==> config.mk <==
export PLATFORM = sky130hd
export DESIGN_NAME = multi_alarm_mode
export DESIGN_NICKNAME = d
export VERILOG_FILES = /design/src/rtl/multi_alarm_mode.sv
export SDC_FILE = /design/constraint.sdc
export NUM_CORES = 1
export LEC_CHECK = 0
export CAP_MARGIN = 20
export CORE_UTILIZATION = 45
export DETAILED_ROUTE_END_ITERATION = 6
export GPL_TIMING_DRIVEN = 0
export PLACE_DENSITY = 0.78
export SYNTH_ARGS = -nofsm -noshare
export SYNTH_HDL_FRONTEND = slang
export SYNTH_SLANG_ARGS = --single-unit
==> constraint.sdc <==
create_clock -name clk -period 1.7 [get_ports clk]
set_input_delay 0.34 -clock clk [delete_from_list [all_inputs] [get_ports clk]]
set_output_delay 0.34 -clock clk [all_outputs]
set_load 0.01 [all_outputs]
==> src/rtl/multi_alarm_mode.sv <==
`default_nettype none
// ============================================================================
// Module   : multi_alarm_mode
// Purpose  : Mode sequencer and alarm controller for a multi-alarm clock.
//            - Cleans the mode, edit and acknowledge buttons into one-cycle
//              pulses. The two edit buttons auto-repeat while held.
//            - Steps mode_idx through clock mode (0) and one edit mode per
//              alarm. Edit pulses are routed to the clock or to the alarm
//              being edited.
//            - Detects alarm matches in clock mode and runs an
//              IDLE/RING(/SNOOZE) state machine with a ring timeout.
// Options  : `define MULTI_ALARM_SNOOZE_EN adds the SNOOZE state and the
//            SNOOZE_CYCLES parameter. When the macro is not defined, an ack
//            while ringing goes straight back to IDLE.
// Ports    : clk             - clock
//            reset           - asynchronous active-low reset
//            mode_btn        - debounced mode-advance button
//            in_edit_btns    - debounced edit buttons [1]=hours [0]=minutes
//            ack_btn         - debounced alarm acknowledge button
//            current_time    - running clock time
//            alarm_times     - packed alarm times, alarm k at [k*TIME_W +: TIME_W]
//            alarm_en        - per-alarm arm enables
//            clock_edit_btns - edit pulses routed to the clock
//            alarm_edit_btns - edit pulses for alarm k at [2k+1:2k]
//            display_time    - time selected for display
//            mode_idx        - 0 = clock mode, k = editing alarm k-1
//            alarm           - ringing indicator
//            alarm_src       - set of alarms that caused the current ring
// Revision : 1.0 - initial release
// ============================================================================
module multi_alarm_mode #(
   parameter int N_ALARMS    = 2,
   parameter int TIME_W      = 20,
   parameter int HOLD_N      = 11,
   parameter int RING_CYCLES = 2**20
`ifdef MULTI_ALARM_SNOOZE_EN
   ,
   parameter int SNOOZE_CYCLES = 2**22
`endif
) (
   input  logic                          clk,
   input  logic                          reset,
   input  logic                          mode_btn,
   input  logic [1:0]                    in_edit_btns,
   input  logic                          ack_btn,
   input  logic [TIME_W-1:0]             current_time,
   input  logic [N_ALARMS*TIME_W-1:0]    alarm_times,
   input  logic [N_ALARMS-1:0]           alarm_en,
   output logic [1:0]                    clock_edit_btns,
   output logic [2*N_ALARMS-1:0]         alarm_edit_btns,
   output logic [TIME_W-1:0]             display_time,
   output logic [$clog2(N_ALARMS+1)-1:0] mode_idx,
   output logic                          alarm,
   output logic [N_ALARMS-1:0]           alarm_src
);

   // ------------------------------------------------------------------------
   // Constants
   // ------------------------------------------------------------------------
   localparam int c_MODE_W = $clog2(N_ALARMS + 1);
   localparam logic [c_MODE_W-1:0] c_MODE_LAST = c_MODE_W'(N_ALARMS);

   // The repeat counter spans one auto-repeat period of 2^(HOLD_N-1) cycles.
   // HOLD_N=1 degenerates to a pulse on every held cycle.
   localparam int c_HOLD_W = (HOLD_N > 1) ? HOLD_N - 1 : 1;
   localparam logic [c_HOLD_W-1:0] c_HOLD_MAX =
      c_HOLD_W'((64'd1 << (HOLD_N - 1)) - 64'd1);

   // A single timer serves both the ring timeout and the snooze period,
   // because the FSM is only ever in one of those states at a time.
`ifdef MULTI_ALARM_SNOOZE_EN
   localparam int c_TMR_MAX = (RING_CYCLES > SNOOZE_CYCLES) ? RING_CYCLES : SNOOZE_CYCLES;
`else
   localparam int c_TMR_MAX = RING_CYCLES;
`endif
   localparam int c_TMR_W = $clog2(c_TMR_MAX + 1);
   localparam logic [c_TMR_W-1:0] c_RING_LAST = c_TMR_W'(RING_CYCLES - 1);
`ifdef MULTI_ALARM_SNOOZE_EN
   localparam logic [c_TMR_W-1:0] c_SNOOZE_LAST = c_TMR_W'(SNOOZE_CYCLES - 1);
`endif

   localparam logic [1:0] c_ST_IDLE   = 2'd0;
   localparam logic [1:0] c_ST_RING   = 2'd1;
`ifdef MULTI_ALARM_SNOOZE_EN
   localparam logic [1:0] c_ST_SNOOZE = 2'd2;
`endif

   // ------------------------------------------------------------------------
   // Button conditioning
   // ------------------------------------------------------------------------
   // r_armed stays low for the first clock after reset releases. During that
   // cycle the button history is loaded without producing a pulse, so a
   // button that is already held at reset release is ignored until it is let
   // go and pressed again.
   logic r_armed;

   always_ff @(posedge clk or negedge reset) begin
      if (!reset) begin
         r_armed <= 1'b0;
      end else begin
         r_armed <= 1'b1;
      end
   end

   logic r_mode_prev;
   logic r_ack_prev;
   logic r_mode_pulse;
   logic r_ack_pulse;

   always_ff @(posedge clk or negedge reset) begin
      if (!reset) begin
         r_mode_prev  <= 1'b0;
         r_ack_prev   <= 1'b0;
         r_mode_pulse <= 1'b0;
         r_ack_pulse  <= 1'b0;
      end else begin
         r_mode_prev  <= mode_btn;
         r_ack_prev   <= ack_btn;
         r_mode_pulse <= r_armed & mode_btn & ~r_mode_prev;
         r_ack_pulse  <= r_armed & ack_btn & ~r_ack_prev;
      end
   end

   // Edit buttons: pulse on the press, then once per period while held.
   // r_act marks a press that was recognised. This keeps a button held since
   // reset from auto-repeating.
   logic [1:0] w_edit_pulse;

   genvar gb;
   generate
      for (gb = 0; gb < 2; gb++) begin : g_edit
         logic                r_prev;
         logic                r_act;
         logic                r_pulse;
         logic [c_HOLD_W-1:0] r_cnt;

         always_ff @(posedge clk or negedge reset) begin
            if (!reset) begin
               r_prev  <= 1'b0;
               r_act   <= 1'b0;
               r_pulse <= 1'b0;
               r_cnt   <= '0;
            end else begin
               r_prev  <= in_edit_btns[gb];
               r_pulse <= 1'b0;
               if (!in_edit_btns[gb]) begin
                  r_act <= 1'b0;
                  r_cnt <= '0;
               end else if (r_armed && !r_prev) begin
                  r_act   <= 1'b1;
                  r_cnt   <= '0;
                  r_pulse <= 1'b1;
               end else if (r_act) begin
                  // The counter is 0 on the cycle after the press and reaches
                  // c_HOLD_MAX exactly one period after the previous pulse.
                  r_pulse <= (r_cnt == c_HOLD_MAX);
                  r_cnt   <= (r_cnt == c_HOLD_MAX) ? '0 : r_cnt + c_HOLD_W'(1);
               end
            end
         end

         assign w_edit_pulse[gb] = r_pulse;
      end
   endgenerate

   // ------------------------------------------------------------------------
   // Mode register
   // ------------------------------------------------------------------------
   logic [c_MODE_W-1:0] r_mode_idx;
   logic                w_mode_leave;

   // A mode pulse in clock mode always moves to an edit mode.
   assign w_mode_leave = r_mode_pulse && (r_mode_idx == '0);

   always_ff @(posedge clk or negedge reset) begin
      if (!reset) begin
         r_mode_idx <= '0;
      end else if (r_mode_pulse) begin
         r_mode_idx <= (r_mode_idx == c_MODE_LAST) ? '0 : r_mode_idx + c_MODE_W'(1);
      end
   end

   // ------------------------------------------------------------------------
   // Edit routing, display mux and match detection
   // ------------------------------------------------------------------------
   logic [N_ALARMS-1:0] w_hit;
   logic [N_ALARMS-1:0] w_match;
   logic [N_ALARMS-1:0] r_prev_hit;
   logic [TIME_W-1:0]   w_display;

   assign clock_edit_btns = (r_mode_idx == '0) ? w_edit_pulse : 2'b00;

   genvar ga;
   generate
      for (ga = 0; ga < N_ALARMS; ga++) begin : g_alarm
         assign alarm_edit_btns[2*ga +: 2] =
            (r_mode_idx == c_MODE_W'(ga + 1)) ? w_edit_pulse : 2'b00;

         // The raw equality condition is kept across cycles in r_prev_hit,
         // so a time that stays equal fires only once.
         assign w_hit[ga] = (r_mode_idx == '0) && alarm_en[ga] &&
                            (alarm_times[ga*TIME_W +: TIME_W] == current_time);
      end
   endgenerate

   assign w_match = w_hit & ~r_prev_hit;

   always_ff @(posedge clk or negedge reset) begin
      if (!reset) begin
         r_prev_hit <= '0;
      end else begin
         r_prev_hit <= w_hit;
      end
   end

   always_comb begin
      w_display = current_time;
      for (int k = 0; k < N_ALARMS; k++) begin
         if (r_mode_idx == c_MODE_W'(k + 1)) begin
            w_display = alarm_times[k*TIME_W +: TIME_W];
         end
      end
   end

   // ------------------------------------------------------------------------
   // Alarm state machine
   // ------------------------------------------------------------------------
   logic [1:0]          r_state;
   logic [N_ALARMS-1:0] r_src;
   logic [c_TMR_W-1:0]  r_timer;

   always_ff @(posedge clk or negedge reset) begin
      if (!reset) begin
         r_state <= c_ST_IDLE;
         r_src   <= '0;
         r_timer <= '0;
      end else if (w_mode_leave || (r_mode_idx != '0)) begin
         // Leaving clock mode silences everything in the same cycle.
         r_state <= c_ST_IDLE;
         r_src   <= '0;
         r_timer <= '0;
      end else begin
         case (r_state)
            c_ST_RING: begin
               // The ack is checked first, so a match in the same cycle is
               // dropped.
               if (r_ack_pulse) begin
`ifdef MULTI_ALARM_SNOOZE_EN
                  r_state <= c_ST_SNOOZE;
                  r_timer <= '0;
`else
                  r_state <= c_ST_IDLE;
                  r_src   <= '0;
                  r_timer <= '0;
`endif
               end else if (|w_match) begin
                  r_src   <= r_src | w_match;
                  r_timer <= '0;
               end else if (r_timer == c_RING_LAST) begin
                  r_state <= c_ST_IDLE;
                  r_src   <= '0;
                  r_timer <= '0;
               end else begin
                  r_timer <= r_timer + c_TMR_W'(1);
               end
            end
`ifdef MULTI_ALARM_SNOOZE_EN
            c_ST_SNOOZE: begin
               if (r_ack_pulse) begin
                  r_state <= c_ST_IDLE;
                  r_src   <= '0;
                  r_timer <= '0;
               end else begin
                  r_src <= r_src | w_match;
                  if (r_timer == c_SNOOZE_LAST) begin
                     r_state <= c_ST_RING;
                     r_timer <= '0;
                  end else begin
                     r_timer <= r_timer + c_TMR_W'(1);
                  end
               end
            end
`endif
            default: begin
               // IDLE. Any unused encoding also recovers here.
               r_state <= c_ST_IDLE;
               r_src   <= '0;
               r_timer <= '0;
               if (!r_ack_pulse && (|w_match)) begin
                  r_state <= c_ST_RING;
                  r_src   <= w_match;
               end
            end
         endcase
      end
   end

   // ------------------------------------------------------------------------
   // Outputs
   // ------------------------------------------------------------------------
   assign display_time = w_display;
   assign mode_idx     = r_mode_idx;
   assign alarm        = (r_state == c_ST_RING);
   assign alarm_src    = r_src;

endmodule
`default_nettype wire

==> qor.json <==
{
  "synth": {
    "synth.yosys.seq_area_share_pct": 38.6,
    "syn_area_mm2": 0.00383,
    "syn-num-nets": 487,
    "yosys_warnings": 0,
    "post_synth_inst_count": 416,
    "post_synth.cell_area_avg_um2": 9.20,
    "yosys.cell_types.count": 44,
    "synth.ff_latch_count": 59
  },
  "timing": {
    "grt_setup_unrepaired": "yes",
    "finClkSkew_ns": 0.00867,
    "worst_slew_margin_rel_pct": 59.7,
    "fin_worst_hold_slack_ns": 0.391,
    "fmax_mhz": 471,
    "period_share_pct": 125,
    "tightestPinTransition_ns": 0.602,
    "final.min_clock_period_ns": 2.12,
    "setup_tns_ns": -12.25,
    "setup_viol": 56,
    "worst_slack_setup_final_ns": -0.424,
    "timing_hold_violations_final": 0,
    "final-max-slew-violation-count": 0
  },
  "drt": {
    "drt-pass1-iter-count": 5,
    "wirelength_um": 12900,
    "drtAntennaViolNets": 0,
    "routed-via-count": 3836,
    "drtIter0Drc": 214,
    "route.detailed.vias_per_inst": 5.68,
    "drc_errors": 0,
    "wl_per_cell_um": 19.1
  },
  "clock_tree": {
    "clk_pin_slew_worst_paths_ns": 0.07,
    "clock_insertion_delay_worst_skew_ns": 0.35,
    "cts_htree_levels": 3,
    "cts.root.buffer_cell": "clkbuf_8",
    "cts_buffers": 9,
    "clock_path_buffers": 2,
    "cts.sinks": 59,
    "cts_tree": "built"
  },
  "floorplan": {
    "area_inside_the_core_boundary_mm2": 0.00822,
    "chipHeight_um": 94.2,
    "top_level_ports": 99,
    "floorplan.initialDensity_pct": 46.6,
    "design.die.area_mm2": 0.00888,
    "core.rowCount": 33,
    "die_w_um": 94.2
  },
  "layout": {
    "commonest_cells_after_routing_fill_and_taps_aside": "dfrtp_1 (55), clkdlybuf4s50_1 (46), xnor2_1 (40)",
    "design.final.nets": 637,
    "final_cell_area_mm2": 0.00603,
    "layout-drive-gt1-share_pct": 35.6,
    "layout_stage_area_growth_over_the_synthesis_result_pct": 57.5,
    "fill_cells": 551,
    "final_common_cell": "dfrtp_1",
    "antenna_cells_inserted": 0
  },
  "critical_path": {
    "reg2reg_slack_ns": -0.25,
    "type_of_the_worst_setup_path": "register to output port",
    "crit_fanout": 7,
    "worstRegToRegCells": 10,
    "critPathCaptureType": "output port",
    "crit_arrival_ns": 1.78,
    "r2r_end": "r_timer[2]$_DFF_PN0_",
    "regToRegStartpoint": "mode_idx[1]$_DFFE_PN0P_",
    "critPathLaunchType": "register",
    "cp.required_ns": 1.36
  },
  "pwr": {
    "share_clk_of_total_power_pct": 19.4,
    "pwr_density_cell_mw_per_mm2": 1080,
    "ir_drop_mv": 0.628,
    "switching_power_mw": 2.53,
    "fin_total_pwr_mw": 6.50,
    "power_frac_seq_pct": 22.9,
    "power.static_leakage_nw": 2.57,
    "power_frac_comb_pct": 57.7,
    "internal_power_mw": 3.97,
    "power.switching_fraction_pct": 39.0
  },
  "min_path": {
    "hp-class": "register to register",
    "worst_hold_path.endpoint": "r_ack_pulse$_DFF_PN0_",
    "worstHoldPathCells": 1,
    "hold_path_startpoint": "r_ack_prev$_DFF_PN0_"
  },
  "global_route": {
    "first_pass_grt_wire_length_um": 18100,
    "grt_max_degree": 42,
    "antenna_violations_before_repair": 0,
    "grt_usage_pct": 26.9,
    "grt_pass1_vias": 3654,
    "overflow": 0
  },
  "placed_design": {
    "io_buffer_count": 98,
    "worst_setup_timing_slack_at_the_placement_stage_ns": -0.791,
    "dp.final_hpwl_um": 7750,
    "gpl.final_weighted_congestion": 0.861,
    "place_area_mm2": 0.00500
  },
  "status": {
    "status": "complete, but fails checks",
    "failed_checks": "negative setup slack"
  },
  "flow_run": {
    "max_cap_viols": 0
  }
}
## sequential cells by signal, summed over array words and instances, names as in the netlist
signal / count
r_prev_hit: 2
g_edit.r_act: 2
g_edit.r_prev: 2
r_armed: 1
mode_idx: 2
r_ack_prev: 1
r_mode_prev: 1
g_edit.r_pulse: 2
g_edit.r_cnt: 20
r_ack_pulse: 1
r_mode_pulse: 1
r_state: 1
r_timer: 21
alarm_src: 2
## cell families (layout without fill, tap and decap cells)
kind of cell | count (synthesis) | count (layout) | share of synthesized area, %
AOI/OAI and AO/OA | 77 | 77 | 12.7
xor gates and xnor gates | 63 | 63 | 14.4
adders and majority gates | 3 | 3 | 0.981
buffers and inverters | 22 | 176 | 2.84
DFF | 59 | 59 | 38.6
muxes | 22 | 22 | 5.82
other | 1 | 1 | 0.0980
and+or+nand+nor | 169 | 169 | 24.6
## how the worst max path moves through the flow
| stage | endpoint | start |
|---|---|---|
| finish | display_time[15] | mode_idx[1]$_DFFE_PN0P_ |
| global route | display_time[15] | mode_idx[1]$_DFFE_PN0P_ |
| CTS | display_time[13] | mode_idx[1]$_DFFE_PN0P_ |
| detailed placement | display_time[13] | mode_idx[1]$_DFFE_PN0P_ |
| global placement | mode_idx[1]$_DFFE_PN0P_ | reset |
| floorplan | g_edit[1].r_cnt[4]$_DFFE_PN0P_ | g_edit[1].r_cnt[0]$_DFFE_PN0P_ |
## per-stage QoR
stage,util [%],std cells
finish,73.4,675
global route,73.4,675
floorplan,-,416
detailed placement,60.8,620
CTS,68.0,656
global placement,60.7,619
## timing repair
item | CTS | global route
gates resized for setup | 201 | 104
pin swaps | 26 | 34
setup endpoints to repair | 65 | 63
hold endpoints to repair | 18 | 0
cloned | 6 | 1
setup buffers | 14 | 19
hold buffers | 1 | 0
## cells in the mapped netlist
library cell  count  area share, %
and4_2            1           0.26
and3_1           11            1.8
nor4b_4           2            1.2
mux2_2            2           0.59
and2_1            6           0.98
nand2b_1          3           0.49
or2_1             1           0.16
inv_1             6           0.59
and4_1            1           0.23
a22o_1            1           0.23
a211oi_1         20            3.9
nor2_1           46            4.5
and4_4            1           0.29
ha_1              3           0.98
nand4b_1          2           0.46
buf_4             1           0.20
nand2_1          30            2.9
nand3_2           1           0.26
o21ai_0          21            2.7
o21ai_1           2           0.26
buf_2             6           0.78
a21boi_0          4           0.78
nand4_1          16            2.6
xor2_1           20            4.6
nor3_1            2           0.26
nand4_4           1           0.56
o31ai_1           5           0.98
a21oi_1          20            2.6
buf_1             1          0.098
a21o_2            3           0.69
nor4_1            3           0.49
nand3_1          12            1.6
buf_6             2           0.59
conb_1            1          0.098
nor2b_1          25            4.1
and3b_1           2           0.46
clkbuf_1          6           0.59
xnor2_1          43            9.8
nor2_2            1           0.16
nor4b_1           1           0.23
nor4_4            1           0.56
dfrtp_1          59             39
o41ai_2           1           0.43
mux2i_1          20            5.2
## critical path, cell delays in order (launching register included)
cell and delay, ns:
dfrtp_2 0.39, buf_6 0.14, buf_12 0.16, buf_12 0.13
mux2i_1 0.31, a21oi_2 0.13, buf_2 0.16
## routing by layer
| metal | global-route usage (%) | up-vias | share of wire (%) |
|---|---|---|---|
| met4 | 11.7 | 0 | 4.2 |
| met2 | 44.6 | 162 | 49 |
| met5 | 0 | - | 0 |
| met3 | 6.47 | 44 | 6.5 |
| met1 | 33.2 | 1873 | 40 |
| li1 | - | 1757 | - |
## final cells by class
cell class / instances / area, um^2 / share of cell area (%)
flip-flops and latches: 59 / 1480 / 24.6
plain buffers: 16 / 200 / 3.32
repair buffers: 139 / 1290 / 21.4
well taps: 105 / 131 / 2.18
multi-input cells: 335 / 2720 / 45.1
clock buffers: 12 / 145 / 2.41
clock inverters: 3 / 40.0 / 0.664
inverters: 6 / 22.5 / 0.374
## power groups by stage
stage	registers (mW)	logic, mW	clock network [mW]
global placement	1.52	2.62	0
global route	1.49	3.88	1.34
detailed placement	1.52	2.66	0
finish	1.49	3.75	1.26
floorplan	1.52	1.41	0
CTS	1.48	3.29	1.27
(Power assumes the default switching activity.)
